## config.mk

```make
export PLATFORM = sky130hd
export DESIGN_NAME = prio_arbiter
export DESIGN_NICKNAME = d
export VERILOG_FILES = /design/src/rtl/prio_arbiter_pkg.sv /design/src/rtl/prio_pick.sv /design/src/rtl/prio_arbiter.sv
export SDC_FILE = /design/constraint.sdc
export NUM_CORES = 1
export LEC_CHECK = 0
export CAP_MARGIN = 20
export CORE_MARGIN = 2
export CORE_UTILIZATION = 55
export DETAILED_ROUTE_END_ITERATION = 7
export PLACE_DENSITY_LB_ADDON = 0.05
export SYNTH_ARGS = -nofsm -noshare
export SYNTH_HDL_FRONTEND = slang
export SYNTH_SLANG_ARGS = --single-unit
```

## constraint.sdc

```tcl
create_clock -name clk -period 4.3 [get_ports clk]
set_input_delay 0.86 -clock clk [delete_from_list [all_inputs] [get_ports clk]]
set_output_delay 0.86 -clock clk [all_outputs]
set_load 0.02 [all_outputs]
```

## src/rtl/prio_arbiter_pkg.sv

```systemverilog
// Shared types for the priority arbiter: FSM state encoding and policy select values.
package prio_arbiter_pkg;

  typedef enum logic [0:0] {
    IDLE  = 1'b0,
    GRANT = 1'b1
  } state_e;

  localparam logic MODE_FIXED = 1'b0;
  localparam logic MODE_RR    = 1'b1;

endpackage

```

## src/rtl/prio_pick.sv

```systemverilog
// Combinational circular search: first set bit of vec_i at or above start_i, wrapping N-1 -> 0.
module prio_pick #(
  parameter  int unsigned N = 8,
  localparam int unsigned W = $clog2(N)
) (
  input  logic [N-1:0] vec_i,
  input  logic [W-1:0] start_i,
  output logic [W-1:0] idx_o,
  output logic         found_o
);

  int unsigned p;
  logic [W-1:0] pw;

  // Walk offsets from farthest to nearest so the nearest hit is the last write.
  always_comb begin
    idx_o   = '0;
    found_o = 1'b0;
    p       = 0;
    pw      = '0;
    for (int unsigned k = N; k > 0; k--) begin
      p = 32'(start_i) + k - 1;
      if (p >= N) p = p - N;
      pw = W'(p);
      if (vec_i[pw]) begin
        idx_o   = pw;
        found_o = 1'b1;
      end
    end
  end

endmodule

```

## src/rtl/prio_arbiter.sv

```systemverilog
// Two-state grant arbiter with fixed or round-robin priority and back-to-back re-arbitration on Ack.
module prio_arbiter
  import prio_arbiter_pkg::*;
#(
  parameter  int unsigned N = 8,
  localparam int unsigned W = $clog2(N)
) (
  input  logic         clk,
  input  logic         rst,
  input  logic         EN,
  input  logic [N-1:0] In,
  input  logic         Mode,
  input  logic         Ack,
  output logic [W-1:0] Y,
  output logic         Done
);

  state_e       state_q, state_d;
  logic [W-1:0] y_q, y_d;
  logic [W-1:0] ptr_q, ptr_d;
  logic [W-1:0] ptr_inc;
  logic [W-1:0] pick_start;
  logic [W-1:0] pick_idx;
  logic         pick_found;
  logic         accept;

  assign accept  = (state_q == GRANT) && Ack && !EN;
  assign ptr_inc = (y_q == W'(N - 1)) ? '0 : y_q + 1'b1;
  assign ptr_d   = accept ? ptr_inc : ptr_q;

  // Re-arbitration after an accepted grant searches from the already-advanced pointer.
  assign pick_start = (Mode == MODE_RR) ? ptr_d : '0;

  prio_pick #(.N(N)) u_pick (
    .vec_i   (In),
    .start_i (pick_start),
    .idx_o   (pick_idx),
    .found_o (pick_found)
  );

  always_comb begin
    state_d = state_q;
    y_d     = y_q;
    unique case (state_q)
      IDLE: begin
        if (!EN && pick_found) begin
          state_d = GRANT;
          y_d     = pick_idx;
        end else begin
          y_d = '0;
        end
      end
      GRANT: begin
        if (EN) begin
          state_d = IDLE;
          y_d     = '0;
        end else if (Ack) begin
          if (pick_found) begin
            y_d = pick_idx;
          end else begin
            state_d = IDLE;
            y_d     = '0;
          end
        end
      end
      default: begin
        state_d = IDLE;
        y_d     = '0;
      end
    endcase
  end

  always_ff @(posedge clk or posedge rst) begin
    if (rst) begin
      state_q <= IDLE;
      y_q     <= '0;
      ptr_q   <= '0;
    end else begin
      state_q <= state_d;
      y_q     <= y_d;
      ptr_q   <= ptr_d;
    end
  end

  assign Y    = y_q;
  assign Done = (state_q == GRANT);

endmodule

```

# --- After elaboration in Yosys (flattened, before gate mapping) ---
# Cells that the tools add are included.
# W data, S select, Z words.
op_classes:
  addsub: 25
  mul: 0
  div: 0
  magnitude_cmp: 16
  eq_ne: 2
  shifts: 0
  mux: 53
  bitwise: 1
  n_reduce_logical: 4
op_table:
  columns: ["cell", "n"]
  rows:
  - ["$ge A32 B4 Y1 const B", 8]
  - ["$mux W3", 23]
  - ["$sub A4 B1 Y5 const B", 7]
  - ["$lt A3 B4 Y1 const B", 8]
  - ["$bmux W1 S3", 8]
  - ["$sub A3 B1 Y3 const B", 8]
  - ["$mux W1", 20]
  - ["$add A3 B3 Y4 const B", 4]
  - ["$add A3 B2 Y4 const B", 2]
  - ["$pmux W3 S2", 1]
  - ["$sub A5 B1 Y6 const B", 1]
  - ["$add A3 B4 Y5 const B", 1]
  - ["$add A3 B1 Y4 const B", 1]
  - ["$add A3 B1 Y3 const B", 1]
  - ["$eq A3 B3 Y1 const B", 1]
  - ["$logic_and A1 B1 Y1", 3]
  - ["$ne A3 B3 Y1 const B", 1]
  - ["$pmux W1 S2", 1]
  - ["$logic_not A1 Y1", 1]
  - ["$not A1 Y1", 1]
word_totals:
  ff_bits: 7
  latch_bits: 0
  mem_bits_rw: 0
  rom_bits: 0
  output_inout_bits: 4
  wordCells: 104
  memories: 0

# --- Longest topological paths before layout ---
# Gate-level depths: netlist of run 1.
depth:
  depth_word: 22
  mapped_depth: 14

# --- Modules after synthesis ---
# Synthesis of run 1 repeated with hierarchy kept, for this count alone.
unflattened:
  cells_unflattened: 112
  area_unflattened_um2: 1163.6
by_module_without_submodules:
  columns: ["module", "instances", "cells_each", "area_per_inst_um2", "seq_area_each_um2"]
  rows:
  - ["prio_pick", 1, 80, 805.8, 0.0]
  - ["prio_arbiter", 1, 32, 357.8, 175.2]

# --- Least setup slack after synthesis of run 1 ---
# OpenSTA, ideal clock, no wires.
synth_path:
  kind: "input -> register"
  startpoint: "input port EN"
  endpoint: "register y_q[1], in the netlist Y[1]"
  setup_ps: 129
  arrival_time_ps: 3818
  slack_ps: 354
  stages: 13
  path_buffers: 1
  cell_sequence: "nand3b_1 -> mux2i_1 -> nand2b_1 -> clkbuf_1 -> inv_2 -> ha_1 -> xnor2_2 -> mux4_2 -> or2_1 -> nor3_2 -> nand4b_1 -> a32oi_1 -> a21oi_1"
synth_via:
  elab_chain_cells: 22
synth_rtl:
  columns: ["item", "line", "text"]
  rows:
  - ["from (decl)", "prio_arbiter.sv:10", "input logic EN,"]
  - ["$logic_not A1 Y1", "prio_arbiter.sv:27, prio_arbiter.sv:46", null]
  - ["$logic_and A1 B1 Y1", "prio_arbiter.sv:27", "assign accept = (state_q == GRANT) && Ack && !EN;"]
  - ["$mux W3", "prio_arbiter.sv:29", "assign ptr_d = accept ? ptr_inc : ptr_q;"]
  - ["$mux W3", "prio_arbiter.sv:32", "assign pick_start = (Mode == MODE_RR) ? ptr_d : '0;"]
  - ["$add A3 B4 Y5", "prio_pick.sv:22", "p = 32'(start_i) + k - 1;"]
  - ["$sub A5 B1 Y6", "prio_pick.sv:22", null]
  - ["$ge A32 B4 Y1 / $sub A3 B1 Y3 (equally long branches)", "prio_pick.sv:23", "if (p >= N) p = p - N;"]
  - ["$mux W3", "prio_pick.sv:23", null]
  - ["$bmux W1 S3", "prio_pick.sv:25", "if (vec_i[pw]) begin"]
  - ["$mux W1 (implied by the code)", "prio_pick.sv:25", null]
  - ["$mux W3 / $mux W1 (equally long branches) (8 in a row)", "prio_pick.sv:25", null]
  - ["$mux W3", "prio_arbiter.sv:58", "if (pick_found) begin"]
  - ["$mux W3", "prio_arbiter.sv:57", "end else if (Ack) begin"]
  - ["$mux W3", "prio_arbiter.sv:54", "if (EN) begin"]
  - ["$pmux W3 S2", "prio_arbiter.sv:44", "unique case (state_q)"]
  - ["to (signal assigned)", "prio_arbiter.sv:80", "y_q <= y_d;"]
  - ["to (decl)", "prio_arbiter.sv:19", "logic [W-1:0] y_q, y_d;"]
# Several ways; a longest one is shown, not always the timed one. The select of a mux whose other input is x is not followed.
# A chain may end at the register's enable or synchronous reset.

# --- Worst setup path in the final report of run 1 ---
layout_path:
  startpoint: "input port Mode"
  endpoint: "register y_q[1], in the netlist Y[1]"
layout_via:
  elab_chain_cells: 19
layout_rtl:
  columns: ["item", "line", "text"]
  rows:
  - ["from (decl)", "prio_arbiter.sv:12", "input logic Mode,"]
  - ["$mux W3 (*)", "prio_arbiter.sv:32", null]
  - ["$add A3 B4 Y5", "prio_pick.sv:22", null]
  - ["$sub A5 B1 Y6", "prio_pick.sv:22", null]
  - ["$ge A32 B4 Y1 / $sub A3 B1 Y3 (equally long branches)", "prio_pick.sv:23", null]
  - ["$mux W3", "prio_pick.sv:23", null]
  - ["$bmux W1 S3", "prio_pick.sv:25", null]
  - ["$mux W1 (implied by the code)", "prio_pick.sv:25", null]
  - ["$mux W3 / $mux W1 (equally long branches) (8 in a row)", "prio_pick.sv:25", null]
  - ["$mux W3", "prio_arbiter.sv:58", null]
  - ["$mux W3", "prio_arbiter.sv:57", null]
  - ["$mux W3", "prio_arbiter.sv:54", null]
  - ["$pmux W3 S2 (*)", "prio_arbiter.sv:44", null]
# Every way passes the cells marked *; elsewhere a longest branch is shown, timed or not. The select of a mux whose other input is x is not followed.

==> summary.md, run 1 <==
| Metric | Value |
|---|---|
| CTS tree | `yes` |
| Asr flop ratio synth | `1.000` |
| Clock transition at path regs | `0.05 ns` |
| Simple-gate area share of the yosys netlist | `0.1620` |
| CP cell instances | `clkdlybuf4s50_1 > or3b_1 > mux2i_2 > buf_12 > ha_1 > xnor2_2 > mux4_2 > or2_1 > nor3_2 > nand4b_1 > a32oi_1 > a21oi_1` |
| Setup ws final | `0.3632 ns` |
| Crit end category | `register` |
| DRT iter0 DRCs | `21` |
| Post-synthesis xor/xnor area fraction | `0.04829` |
| Routed vias | `1209` |
| Largest net degree at the start of global routing | `16` |
| Fmax | `254.0 MHz` |
| Placed cells | `194` |
| Hold crit path type | `reg2reg` |
| Core Region | `2170 µm²` |
| Most frequent cells in the layout | `mux2i_1 (29), nand2_1 (21), clkdlybuf4s50_1 (16)` |
| Sequential cell area fraction in the yosys report | `0.1408` |
| Rows | `17` |
| Via density | `6.106` |
| Routed length on met3 | `131 µm` |
| Slew @ Worst Pin | `0.7789 ns` |
| CP arrival | `4.08 ns` |
| Initial Utilization | `0.5732` |
| Placed Area | `1495 µm²` |
| Wirelength per Cell | `15.59 µm` |
| Clk_lat worst skew | `0.26 ns` |
| Num Clock Sinks | `7` |
| Top Metal Used | `met4` |
| Worst vdd ir | `0.3028 mV` |
| CTS H-tree depth | `1` |
| Largest family of logic cells by synthesized area | `multiplexers` |
| MaxCap Viol Count | `0` |
| Ports | `17` |
| Type of origin of the critical path | `primary input` |
| Post-synthesis mux area share | `0.3984` |
| Resize count post-CTS | `0` |
| Critical path's slowest cell | `mux4_2` |
| Max-slew headroom | `0.4784` |
| Synthesis-stage register bit count | `7` |
| Die area | `2657 µm²` |
| Final hold viol count | `0` |
| GR Overflow Total | `0` |
| CTS Buffer Depth | `2` |
| Detailed-router iteration count before antenna repair | `4` |
| Root buf cell | `clkbuf_4` |
| Critical path type | `in2reg` |
| Worst EP required | `4.44 ns` |
| Placer Congestion | `0.9557` |
| Global-route wire length before repair | `5382 µm` |
| Wire length on met1 | `1331 µm` |
| Setup_tns | `0 ns` |
| Final Cycle Share | `0.9155` |
| Diode count | `0` |
| Die Ht | `51.55 µm` |
| Post-Syn Instances | `145` |
| Fin crit period | `3.937 ns` |
| CP max stage delay | `0.55 ns` |
| Cell area after layout | `1521 µm²` |
| Mapped Nets | `162` |
| CP Max Fanout | `15` |
| Post-DP HPWL | `2494 µm` |
| Standby leakage power | `0.0006743 µW` |
| R2R depth | `13` |
| Drt total wl | `3086 µm` |
| Final Slew Violations | `0` |
| Cell Pwr Density | `470.1 nW/µm²` |
| Post-synth EDFFs | `0` |
| Cts bufs inserted | `3` |
| Postcts setup bufs | `0` |
| Final core occ | `0.7013` |
| Hold path cells | `2` |
| Worst clock skew | `0.001706 ns` |
| Nets | `188` |
| CTS hold repair buffers | `0` |
| Final setup viols | `0` |
| Residual DRC | `0` |
| Synthesized area per cell | `8.577 µm²` |
| Synth Area in Adders | `0.04024` |
| Proportion of layout cells with a drive suffix above 1 | `0.1706` |
| Antenna violations before repair | `0` |
| Status | `completed` |
| Place WS | `0.1088 ns` |
| GR Util All Layers | `0.2674` |
| Post-route ant nets | `0` |
| Mapped cell area | `1244 µm²` |
| Non-filler cells, final | `198` |
| Area grow syn2layout | `22.33%` |
| Top_reg_cell synth | `dfrtp_1` |
| Routed length on met2 | `1544 µm` |
| DIE WIDTH | `51.55 µm` |
| Synth unique cells | `41` |
| Syn. warnings | `0` |
| Vias in the first global route | `1216` |
| # port buffers | `16` |
| RSZ-0062 raised after global routing | `no` |
| Commonest non-fill, non-tap cell in the layout | `mux2i_1` |
| Compound-Gate Fraction of Synth Area | `0.1640` |
-- sequential cells by signal, summed over array words and instances, names as in the netlist --
name and flops:
Done 1, Y 3, ptr_q 3
-- cells in the mapped netlist (all sizes together), types with 2 or more instances --
| master | n | area [µm²] |
|---|---|---|
| nor2 | 11 | 41.29 |
| mux2i | 31 | 326.6 |
| xnor2 | 4 | 42.55 |
| a211oi | 2 | 15.01 |
| ha | 4 | 50.05 |
| o21ai | 4 | 20.02 |
| nand2b | 3 | 18.77 |
| dfrtp | 7 | 175.2 |
| xor2 | 2 | 17.52 |
| o31ai | 3 | 22.52 |
| a21oi | 10 | 50.05 |
| nand2 | 21 | 78.83 |
| inv | 7 | 26.27 |
| mux4 | 4 | 90.09 |
| buf | 3 | 23.77 |
| clkbuf | 2 | 7.510 |
| mux2 | 7 | 78.83 |
| a221oi | 2 | 17.52 |
| o211ai | 2 | 15.01 |
-- worst max-delay path: cells and delay by family --
family | cells | cell delay (ns)
adders and majority gates | 1 | 0.27
muxes | 2 | 0.84
AOI/OAI and AO/OA | 2 | 0.29
buffers and inverters | 2 | 0.67
xor gates and xnor gates | 1 | 0.16
and+or+nand+nor | 4 | 0.99
-- worst paths after layout --
kind	from	to	slack, ns
hold reg to reg	ptr_q[0]$_DFF_PP0_	ptr_q[0]$_DFF_PP0_	0.49
min in group asynchronous	rst	Done$_DFF_PP0_	0.83
max in group asynchronous	rst	ptr_q[2]$_DFF_PP0_	3.25
setup / recovery	Mode	Y[1]$_DFFE_PP0P_	0.36
setup reg to reg	Y[0]$_DFFE_PP0P_	Y[1]$_DFFE_PP0P_	0.60
hold / removal	ptr_q[0]$_DFF_PP0_	ptr_q[0]$_DFF_PP0_	0.49
-- metrics by stage --
step / power (µW) / hold WS, ns
floorplan: 502.4 / 0.4489
global placement: 637.4 / 0.4616
detailed placement: 648.5 / 0.4820
CTS: 714.0 / 0.4925
global route: 776.0 / 0.5330
finish: 715.3 / 0.4914
-- routing by layer --
metal | global-route usage | up-vias
met1 | 0.3297 | 567
li1 | - | 594
met4 | 0.1447 | 0
met3 | 0.01724 | 7
met2 | 0.4637 | 41
met5 | 0 | -
-- power by group --
| group | internal, µW | switching, µW | leakage [µW] |
|---|---|---|---|
| combinational | 261 | 288 | 0.000570 |
| sequential | 85.3 | 18.8 | 0.0000897 |
| clock | 35.6 | 27.4 | 0.0000150 |
-- cell type report --
type                            count  area [µm²]
Clock buffer                        4       26.28
Fill cell                         183       648.1
Inverter                            7       26.28
Multi-Input combinational cell    126        1011
Sequential cell                     7       175.2
Tap cell                           28       35.03
Timing Repair Buffer               26       247.7
-- logic make-up (layout without fill, tap and decap cells) --
group,Yosys count,count (layout)
mux,42,42
fa+ha+maj,4,4
compound gates,31,31
flops,7,7
simple gates,43,43
buf+inv,12,37
xor+xnor,6,6
Power figures use the tool's default switching activity.
==> run 2, diff against run 1 <==
--- a/config.mk
+++ b/config.mk
@@ -5,10 +5,10 @@
 export SDC_FILE = /design/constraint.sdc
 export NUM_CORES = 1
 export LEC_CHECK = 0
-export CAP_MARGIN = 20
 export CORE_MARGIN = 2
 export CORE_UTILIZATION = 55
 export DETAILED_ROUTE_END_ITERATION = 7
+export MAX_ROUTING_LAYER = met4
 export PLACE_DENSITY_LB_ADDON = 0.05
 export SYNTH_ARGS = -nofsm -noshare
 export SYNTH_HDL_FRONTEND = slang
==> results of run 2 <==
Final layout, timing and power as in run 1 (identical DEF).
Main changes from that run: final weighted congestion in routability-driven placement 0.9557 -> 0.9732; overall routing resource usage 0.2674 -> 0.2744
